==> src/rtl/snake_pkg.sv <==
// Shared board geometry, opcode set and frame layout for the SPI command executor.
package snake_pkg;
  localparam int GRID_W    = 32;
  localparam int GRID_H    = 24;
  localparam int AW        = 10;
  localparam int LAST_ADDR = GRID_W * GRID_H - 1;

  typedef logic [3:0] cell_t;

  typedef enum logic [3:0] {
    OP_NOP        = 4'h0,
    OP_WRITE_CELL = 4'h1,
    OP_FILL_ALL   = 4'h2,
    OP_SET_SCORE  = 4'h3,
    OP_FILL_ROW   = 4'h4
  } opcode_e;

  typedef struct packed {
    logic [7:0] command;
    logic [7:0] databyte1;
    logic [7:0] databyte2;
  } frame_t;

  typedef enum logic {S_IDLE, S_FILL} state_e;
endpackage

==> src/rtl/fill_seq.sv <==
// Write-stream generator: emits `count` consecutive RAM writes from start_addr.
// A count of 1 doubles as the single-cell write path.
module fill_seq
  import snake_pkg::*;
(
  input  logic          clk,
  input  logic          resetB,
  input  logic          start,
  input  logic [AW-1:0] start_addr,
  input  logic [AW-1:0] count,
  input  cell_t         value,
  output logic          we,
  output logic [AW-1:0] waddr,
  output logic [7:0]    wdata,
  output logic          done
);
  logic [AW-1:0] rem;

  // done marks the cycle carrying the final write of the stream
  assign done = we && (rem == '0);

  always_ff @(posedge clk or negedge resetB) begin
    if (!resetB) begin
      we    <= 1'b0;
      waddr <= '0;
      wdata <= '0;
      rem   <= '0;
    end else if (start) begin
      we    <= 1'b1;
      waddr <= start_addr;
      wdata <= {4'h0, value};
      rem   <= count - AW'(1);
    end else if (we && rem != '0) begin
      waddr <= waddr + AW'(1);
      rem   <= rem - AW'(1);
    end else begin
      we    <= 1'b0;
    end
  end
endmodule

==> src/rtl/cmd_exec.sv <==
// Executes decoded 3-byte SPI frames against the board RAM write port and
// owns the score register; one-entry pending buffer between SPI and execution.
module cmd_exec
  import snake_pkg::*;
(
  input  logic          clk,
  input  logic          resetB,
  input  logic          spi_done,
  input  logic [7:0]    command,
  input  logic [7:0]    databyte1,
  input  logic [7:0]    databyte2,
  output logic          we,
  output logic [AW-1:0] waddr,
  output logic [7:0]    wdata,
  output logic [9:0]    score,
  output logic          busy,
  output logic          err_cmd,
  output logic          err_ovf
);
  state_e        state, state_nxt;
  frame_t        pend;
  logic          pend_valid;
  logic          consume, done;
  logic          fill_start, set_score, cmd_bad;
  logic [AW-1:0] fill_addr, fill_cnt;
  logic          x_ok, y_ok;

  // The buffer can be drained while idle or on the edge that ends a fill
  assign consume = pend_valid && (state == S_IDLE || done);
  assign x_ok    = pend.databyte1 < 8'(GRID_W);
  assign y_ok    = pend.databyte2 < 8'(GRID_H);
  assign busy    = pend_valid | (state == S_FILL) | we;

  always_ff @(posedge clk or negedge resetB) begin
    if (!resetB) state <= S_IDLE;
    else         state <= state_nxt;
  end

  always_comb begin
    state_nxt  = state;
    fill_start = 1'b0;
    fill_addr  = '0;
    fill_cnt   = '0;
    set_score  = 1'b0;
    cmd_bad    = 1'b0;
    if (state == S_FILL && done) state_nxt = S_IDLE;
    if (consume) begin
      case (pend.command[7:4])
        OP_NOP: ;
        OP_WRITE_CELL: begin
          if (x_ok && y_ok) begin
            fill_start = 1'b1;
            fill_addr  = {pend.databyte2[4:0], pend.databyte1[4:0]};
            fill_cnt   = AW'(1);
          end else cmd_bad = 1'b1;
        end
        OP_FILL_ALL: begin
          fill_start = 1'b1;
          fill_cnt   = AW'(LAST_ADDR + 1);
          state_nxt  = S_FILL;
        end
        OP_SET_SCORE: set_score = 1'b1;
        OP_FILL_ROW: begin
          if (y_ok) begin
            fill_start = 1'b1;
            fill_addr  = {pend.databyte2[4:0], 5'b0};
            fill_cnt   = AW'(GRID_W);
            state_nxt  = S_FILL;
          end else cmd_bad = 1'b1;
        end
        default: cmd_bad = 1'b1;
      endcase
    end
  end

  always_ff @(posedge clk or negedge resetB) begin
    if (!resetB) begin
      pend       <= '0;
      pend_valid <= 1'b0;
      score      <= '0;
      err_cmd    <= 1'b0;
      err_ovf    <= 1'b0;
    end else begin
      if (spi_done && (!pend_valid || consume)) begin
        pend       <= '{command: command, databyte1: databyte1, databyte2: databyte2};
        pend_valid <= 1'b1;
      end else begin
        if (spi_done) err_ovf <= 1'b1;
        if (consume)  pend_valid <= 1'b0;
      end
      if (set_score) score   <= {pend.databyte1[1:0], pend.databyte2};
      if (cmd_bad)   err_cmd <= 1'b1;
    end
  end

  fill_seq u_fill (
    .clk        (clk),
    .resetB     (resetB),
    .start      (fill_start),
    .start_addr (fill_addr),
    .count      (fill_cnt),
    .value      (pend.command[3:0]),
    .we         (we),
    .waddr      (waddr),
    .wdata      (wdata),
    .done       (done)
  );
endmodule

==> config.mk <==
export PLATFORM = sky130hd
export DESIGN_NAME = cmd_exec
export DESIGN_NICKNAME = d
export VERILOG_FILES = /design/src/rtl/snake_pkg.sv /design/src/rtl/fill_seq.sv /design/src/rtl/cmd_exec.sv
export SDC_FILE = /design/constraint.sdc
export NUM_CORES = 1
export LEC_CHECK = 0
export ABC_AREA = 1
export BUFFER_PORTS_ARGS = -buffer_cell sky130_fd_sc_hd__buf_4
export CAP_MARGIN = 30
export CORE_ASPECT_RATIO = 1.2
export CORE_UTILIZATION = 55
export CTS_BUF_LIST = sky130_fd_sc_hd__clkbuf_8 sky130_fd_sc_hd__clkbuf_16
export CTS_CLUSTER_SIZE = 12
export DETAILED_ROUTE_END_ITERATION = 10
export GPL_ROUTABILITY_DRIVEN = 0
export PLACE_DENSITY = 0.85
export SLEW_MARGIN = 25
export SYNTH_ARGS = -nofsm -noshare
export SYNTH_HDL_FRONTEND = slang
export SYNTH_SLANG_ARGS = --single-unit
==> constraint.sdc <==
create_clock -name clk -period 2.5 [get_ports clk]
set_input_delay 0.125 -clock clk [delete_from_list [all_inputs] [get_ports clk]]
set_output_delay 0.125 -clock clk [all_outputs]
set_load 0.01 [all_outputs]
==> metrics, run 1 <==
status finished clean; DP HPWL 4330 microns; Yosys reg bits 63; min Tclk post-route 2.27 ns; slowest stage cell, crit path dfrtp_1; Setup Fix Bufs, Post-CTS 0; reg2reg start u_fill.rem[9]$_DFFE_PN0P_; die area 5790 sq um; vias 2468; root buffer cell clkbuf_8; initial DRC count between 200 and 250; Flop pwr share ~41%; Comb power frac 38.7%; Worst Setup SP u_fill.rem[9]$_DFFE_PN0P_; Syn. warnings 0; total power draw 0.00436 W; Syn Inst Count 354; number of synthesized flops with an enable pin 0; Leak 1.90 nW; WP data required 2.72 ns; DR DRC count 0; FMAX 0.440 GHz; row count 29; RSZ-0062 raised after global routing false; vias in the first global route between 2000 and 2500; clk sinks 63; Worst Hold Class in -> reg; Critical R2R Capture u_fill.rem[6]$_DFFE_PN0P_; DR vias/cell 5.16; largest net degree at the start of global routing 64; Multi-input gate area 1220 sq um; H-tree Lvls 3; core area 5300 sq um; initial core utilization between 50% and 60%; clock network fraction of total power 20.3%; antenna cells 0; top cell family by delay on the critical path simple AND/OR/NAND/NOR gates; global-route wire length before repair 10700 microns; WS Path Type reg -> reg; port buffer count 54; TNS Setup 0 ns; Setup violations, final 0; area growth from synthesis to layout 22.1%; Crit path largest cell delay 0.38 ns; startpoint type of the worst setup path flip-flop; P_sw between 0.0015 and 0.002 W; internal power 0.00269 W; Routed WL 6230 microns; cell area after synthesis 3020 sq um; number of cells on the critical path 15; Netlist cell types 38; CTS tree yes; DIE HEIGHT 83.2 microns; register area roughly 1600 sq um; layout cells sized above 1 23.8%; initial antenna violation count 0; Final Util 69.6%; endpoint type of the worst setup path flip-flop; worst vdd ir 0.000737 V; Die W 69.7 microns; WL per Instance 13.0 microns; Worst-Margin Slew 0.769 ns; R2R cell count 15; I/O pin count 59; PwrDens 1180 nW/um^2; CTS max path bufs 2; Final Max Slew Viols 0; Rel. slew slack 48.8%; Clk pin slew, worst setup/hold paths roughly 0.070 ns; # nets final 441; Max Clock Skew ~0.0045 ns; r2r setup slk around 0.23 ns; CTS Buf Count 9; number of hold violations in the final report 0; worst path cell trace or2_1 -> nor2_2 -> nand3_2 -> nand2_2 -> inv_1 -> nor2_2 -> nand2_1 -> nand2_2 -> inv_1 -> ha_1 -> nand3_2 -> nor2_2 -> nand2_1 -> xnor2_1 -> inv_1; post-synthesis sequential area ratio 52.2%; Arr. time, crit path 2.49 ns; fin crit share 90.8%; dominant synthesized flop cell dfrtp_1; Post-synth ARST share 100%; max cap viols 0; CP Max Fanout 4; total track usage 23.6%; critical path endpoint u_fill.rem[6]$_DFFE_PN0P_; synthesized area per cell 8.53 sq um; DRT Pass-1 Iters 4; Overflow after GRT 0; Worst-Skew Late Latency roughly 0.33 ns; Final ANT Viol Nets 0; sw frac 38.3%; fill count 399; worst path bufs/invs 3
cell type report:
class	instances	share of cell area, %
multi-input combinational	237	33.1
timing repair buffer	59	12.5
clock inverter	4	1.22
inverter	42	4.28
tap	62	2.10
clock buffer	11	4.11
sequential	63	42.8
power groups by stage:
stage | clock [W] | sequential (W) | combinational [W]
2_1_floorplan | 0 | 0.00180 | 0.00105
3_3_place_gp | 0 | 0.00177 | 0.00161
3_5_place_dp | 0 | 0.00180 | 0.00166
4_1_cts | 0.000898 | 0.00178 | 0.00168
5_1_grt | 0.000941 | 0.00185 | 0.00189
6_report | 0.000883 | 0.00179 | 0.00169
through the flow:
step	instance area [sq um]	setup WS [ns]	cells	hold slack (ns)
5_1_grt	3690	0.0204	478	0.000154
3_5_place_dp	3460	0.220	461	0.246
4_1_cts	3680	0.178	478	0.00326
2_1_floorplan	3030	0.297	357	-0.171
3_3_place_gp	3460	0.258	461	0.238
6_report	3690	0.230	478	0.0204
sequential cells by signal, indices dropped and copies added, names as in the netlist:
name,cells
pend,24
score,10
u_fill.rem,10
u_fill.waddr,10
u_fill.wdata,4
err_cmd,1
err_ovf,1
pend_valid,1
state,1
u_fill.we,1
cell usage in the layout, fill, tap and decap left out, types with 3 or more instances in the layout:
cell      instances
clkinv_2          3
o21ai_1           5
xnor2_1           3
buf_4            56
conb_1            4
nand2_2           3
clkbuf_8         11
mux2_2            9
a22oi_1           3
inv_1            39
xor2_1            5
nand2_1          83
o21ai_0          27
nor2_2            4
a21oi_1          18
nor2_1           41
dfrtp_1          63
nand3_1           8
logic make-up after synthesis:
kind of cell	synth area share, %
multiplexers	3.36
XOR/XNOR	2.32
AND/OR/NAND/NOR	22.5
AO/OA/AOI/OAI	10.5
flip-flops	52.2
other	0.124
adder cells (fa/ha/maj)	0.828
buffers and inverters	8.16
cell usage after synthesis, drive strengths merged, types with 2 or more instances:
cell    instances  area share [%]
nor3            4            0.99
xor2            5             1.4
nand2          87              11
clkbuf          4            0.50
nand4           3            0.83
ha              2            0.83
or2             2            0.41
o21ai          32             5.3
xnor2           3            0.87
dfrtp          63              52
inv            41             5.1
a21oi          18             3.0
nand3          11             2.3
buf            11             2.4
a31oi           2            0.41
a22oi           3            0.75
mux2            9             3.4
nor2           46             6.2
timing repair:
action,CTS,global route
setup endpoints to repair,0,1
resized for setup,0,2
hold buffers,2,0
hold endpoints to repair,64,0
metal layers:
layer,part of all wire [%],GRT usage [%]
met5,0,0
met4,0.67,8.36
met3,5.0,6.92
met2,50,36.1
met1,44,32.2
worst min path at each step:
stage,startpoint,to,cells past startpoint
finish,databyte1[6],pend[14]$_DFFE_PN0P_,2
global route,databyte1[6],pend[14]$_DFFE_PN0P_,2
detailed placement,resetB,pend[10]$_DFFE_PN0P_,1
floorplan,resetB,err_cmd$_DFFE_PN0P_,0
CTS,databyte1[6],pend[14]$_DFFE_PN0P_,2
global placement,resetB,pend[10]$_DFFE_PN0P_,1
No activity file was read; power rests on OpenSTA's default activity.
==> run 2: changes to the inputs <==
ABC_AREA = default   (was 1)
PLACE_DENSITY = 0.84   (was 0.85)
==> run 2 against run 1 <==
Compared with the run above:
- power rose by 18%
- the flow now finishes with violations (DRC, setup timing)
- critical endpoint is now u_fill.rem[8]$_DFFE_PN0P_
- critical path depth is 5 lower
- hold slack got worse by 0.019 ns
==> metrics, run 2 <==
min Tclk post-route 2.56 ns (was 2.27 ns); Area contributors post-synth dfrtp_1, mux2_4, mux2_2, nand4_1, o21ai_0 (was dfrtp_1, nand2_1, nor2_1, inv_1, o21ai_0); pre-CTS WS -0.0176 ns (was 0.220 ns); Synth top cells by count dfrtp_1, mux2_2, mux2_4, o21ai_0, nand4_1 (was nand2_1, dfrtp_1, nor2_1, inv_1, o21ai_0); area growth from synthesis to layout 30.3% (was 22.1%); top-area cell type share of the netlist area 49.9% (was 52.2%); I/O pin count 59 (unchanged); total track usage 27.2% (was 23.6%); largest net degree at the start of global routing 64 (unchanged); Critical R2R Capture u_fill.rem[8]$_DFFE_PN0P_ (was u_fill.rem[6]$_DFFE_PN0P_); DP HPWL 5060 microns (was 4330 microns); fin crit share 102% (was 90.8%); Rel. slew slack 48.2% (was 48.8%); H-tree Lvls 3 (unchanged); most common cell after layout, fill and taps aside buf_4 (was nand2_1); reg2reg start pend[6]$_DFFE_PN0P_ (was u_fill.rem[9]$_DFFE_PN0P_); slowest stage cell, crit path or4b_4 (was dfrtp_1); Netlist cell types 57 (was 38); Crit path largest cell delay 0.51 ns (was 0.38 ns); Syn. warnings 0 (unchanged); root buffer cell clkbuf_8 (unchanged); initial core utilization 58.4% (was 57.0%); Final Non-Filler Cells 411 (was 478); Post-synth ARST share 100% (unchanged); Post-DP Area 3810 sq um (was 3460 sq um); Top reg by flops pend (unchanged); FMAX 0.391 GHz (was 0.440 GHz); number of hold violations in the final report 0 (unchanged); Max Clock Skew 0.0112 ns (was 0.00447 ns); CTS tree yes (unchanged); synthesized area per cell 12.2 sq um (was 8.53 sq um); WL per Instance 18.7 microns (was 13.0 microns); DR vias/cell 6.13 (was 5.16); RSZ-0062 raised after global routing true (was false); worst path bufs/invs 1 (was 3); DRT Pass-1 Iters 9 (was 4); CTS Buf Count 9 (unchanged); DIE HEIGHT 85.0 microns (was 83.2 microns); most frequent cells in the layout buf_4, dfrtp_1, mux2_4 (was nand2_1, dfrtp_1, buf_4); DR DRC count 5 (was 0); r2r setup slk -0.06 ns (was 0.23 ns); worst path cell trace or4b_4 -> o22ai_4 -> o21ai_4 -> nor2_4 -> mux2i_2 -> ha_2 -> inv_2 -> a2111oi_4 -> xor2_1 -> mux2_4 (was or2_1 -> nor2_2 -> nand3_2 -> nand2_2 -> inv_1 -> nor2_2 -> nand2_1 -> nand2_2 -> inv_1 -> ha_1 -> nand3_2 -> nor2_2 -> nand2_1 -> xnor2_1 -> inv_1); endpoint type of the worst setup path flip-flop (unchanged); clk sinks 63 (unchanged); Yosys reg bits 63 (unchanged); Final Util 76.1% (was 69.6%); Leak 1.89 nW (was 1.90 nW); critical path endpoint u_fill.rem[8]$_DFFE_PN0P_ (was u_fill.rem[6]$_DFFE_PN0P_); Worst Setup SP pend[6]$_DFFE_PN0P_ (was u_fill.rem[9]$_DFFE_PN0P_); dominant synthesized flop cell dfrtp_1 (unchanged); CP Max Fanout 5 (was 4); placed instance count 388 (was 461); CTS max path bufs 2 (unchanged); Worst-Margin Slew 0.778 ns (was 0.769 ns); core area 5410 sq um (was 5300 sq um); max reg flops 24 (unchanged); number of synthesized flops with an enable pin 0 (unchanged); initial antenna violation count 0 (unchanged); failing checks DRC, setup timing; R2R cell count 10 (was 15); status complete, but fails checks (was finished clean); PwrDens 1250 nW/um^2 (was 1180 nW/um^2); WS Path Type reg -> reg (unchanged); total power draw 0.00516 W (was 0.00436 W); WP data required 2.73 ns (was 2.72 ns); Routed WL 7670 microns (was 6230 microns); global-route wire length before repair 12500 microns (was 10700 microns); Setup violations, final 1 (was 0); port buffer count 54 (unchanged); Worst-Skew Late Latency 0.35 ns (was 0.33 ns); number of cells on the critical path 10 (was 15); Setup WS post-layout -0.0572 ns (was 0.230 ns); count leader, synth dfrtp_1 (was nand2_1); worst vdd ir 0.000881 V (was 0.000737 V); max cap viols 0 (unchanged); fin area 4110 sq um (was 3690 sq um); Overflow after GRT 0 (unchanged); vias in the first global route 2550 (was 2298); row count 29 (unchanged); dominant cell type by area after synthesis dfrtp_1 (unchanged); Arr. time, crit path 2.79 ns (was 2.49 ns); initial DRC count 220 (was 215); cell area after synthesis 3160 sq um (was 3020 sq um); post-synthesis sequential area ratio 49.9% (was 52.2%); Syn Inst Count 258 (was 354); # nets final 374 (was 441); Final Max Slew Viols 0 (unchanged); top cell family by delay on the critical path simple AND/OR/NAND/NOR gates (unchanged); Clk pin slew, worst setup/hold paths 0.07 ns (about the same); startpoint type of the worst setup path flip-flop (unchanged); Die W 71.2 microns (was 69.7 microns); Worst Hold Class in -> reg (unchanged); die area 6050 sq um (was 5790 sq um); antenna cells 0 (unchanged); layout cells sized above 1 46.4% (was 23.8%); Final ANT Viol Nets 0 (unchanged); vias 2518 (was 2468)
==> run 2: cell families (layout without fill, tap and decap cells) <==
group                    Yosys count  after routing  share of synthesized area [%]
AND/OR/NAND/NOR                   66             66                           12.6
flip-flops                        63             63                           49.9
AO/OA/AOI/OAI                     51             51                           11.8
multiplexers                      45             45                           18.2
buffers and inverters             18            106                           3.17
XOR/XNOR                          12             12                           3.33
adder cells (fa/ha/maj)            2              2                          0.793
other                              1              4                          0.119
==> run 2: power breakdown <==
| part | total (W) | switching (W) | leakage (nW) | internal [W] |
|---|---|---|---|---|
| clock | 0.000964 | 0.000388 | 0.111 | 0.000576 |
| sequential | 0.00197 | 0.000491 | 0.754 | 0.00147 |
| combinational | 0.00223 | 0.00102 | 1.02 | 0.00121 |
| total | 0.00516 | 0.00190 | 1.89 | 0.00326 |
==> run 2: how the worst min path moves through the flow <==
stage                       startpoint                           to  slack, ns  cells past startpoint
after global routing      databyte1[2]         pend[10]$_DFFE_PN0P_    -0.0003                      2
after detailed placement        resetB         pend[16]$_DFFE_PN0P_       0.25                      1
after CTS                 databyte1[2]         pend[10]$_DFFE_PN0P_     0.0006                      2
final                     databyte1[2]         pend[10]$_DFFE_PN0P_      0.001                      2
after global placement          resetB  u_fill.wdata[3]$_DFFE_PN0N_       0.25                      1
after floorplan                 resetB          err_cmd$_DFFE_PN0P_      -0.17                      0
==> run 2: routing by layer <==
metal  global-route usage, %  wire length [microns]  vias up
li1                        -                      -     1141
met1                    34.7                   3100     1237
met2                    44.3                   3890      114
met3                    5.23                    391       26
met4                    13.5                    289        0
met5                       0                      0        -
==> run 2: final cells by class <==
cell class              instances  area, sq um
well taps                      62         77.6
flip-flops and latches         63         1580
clock inverters                 5         75.1
inverters                       6         22.5
repair buffers                 85          641
clock buffers                  10          138
fillers                       332         1290
multi-input cells             180         1580
==> run 2: through the flow <==
stage,TNS [ns],hold WS (ns)
2_1_floorplan,-0.0625,-0.171
3_3_place_gp,0,0.246
3_5_place_dp,-0.0176,0.251
4_1_cts,-0.0409,0.000606
5_1_grt,-0.284,-0.000314
6_report,-0.0572,0.00138
==> run 2: repair_timing <==
action,in CTS,in global routing
hold buffers,1,0
buffers inserted,2,5
endpoints found under the hold margin,63,0
gates resized for setup,3,5
pin swaps,5,3
setup endpoints to repair,4,4
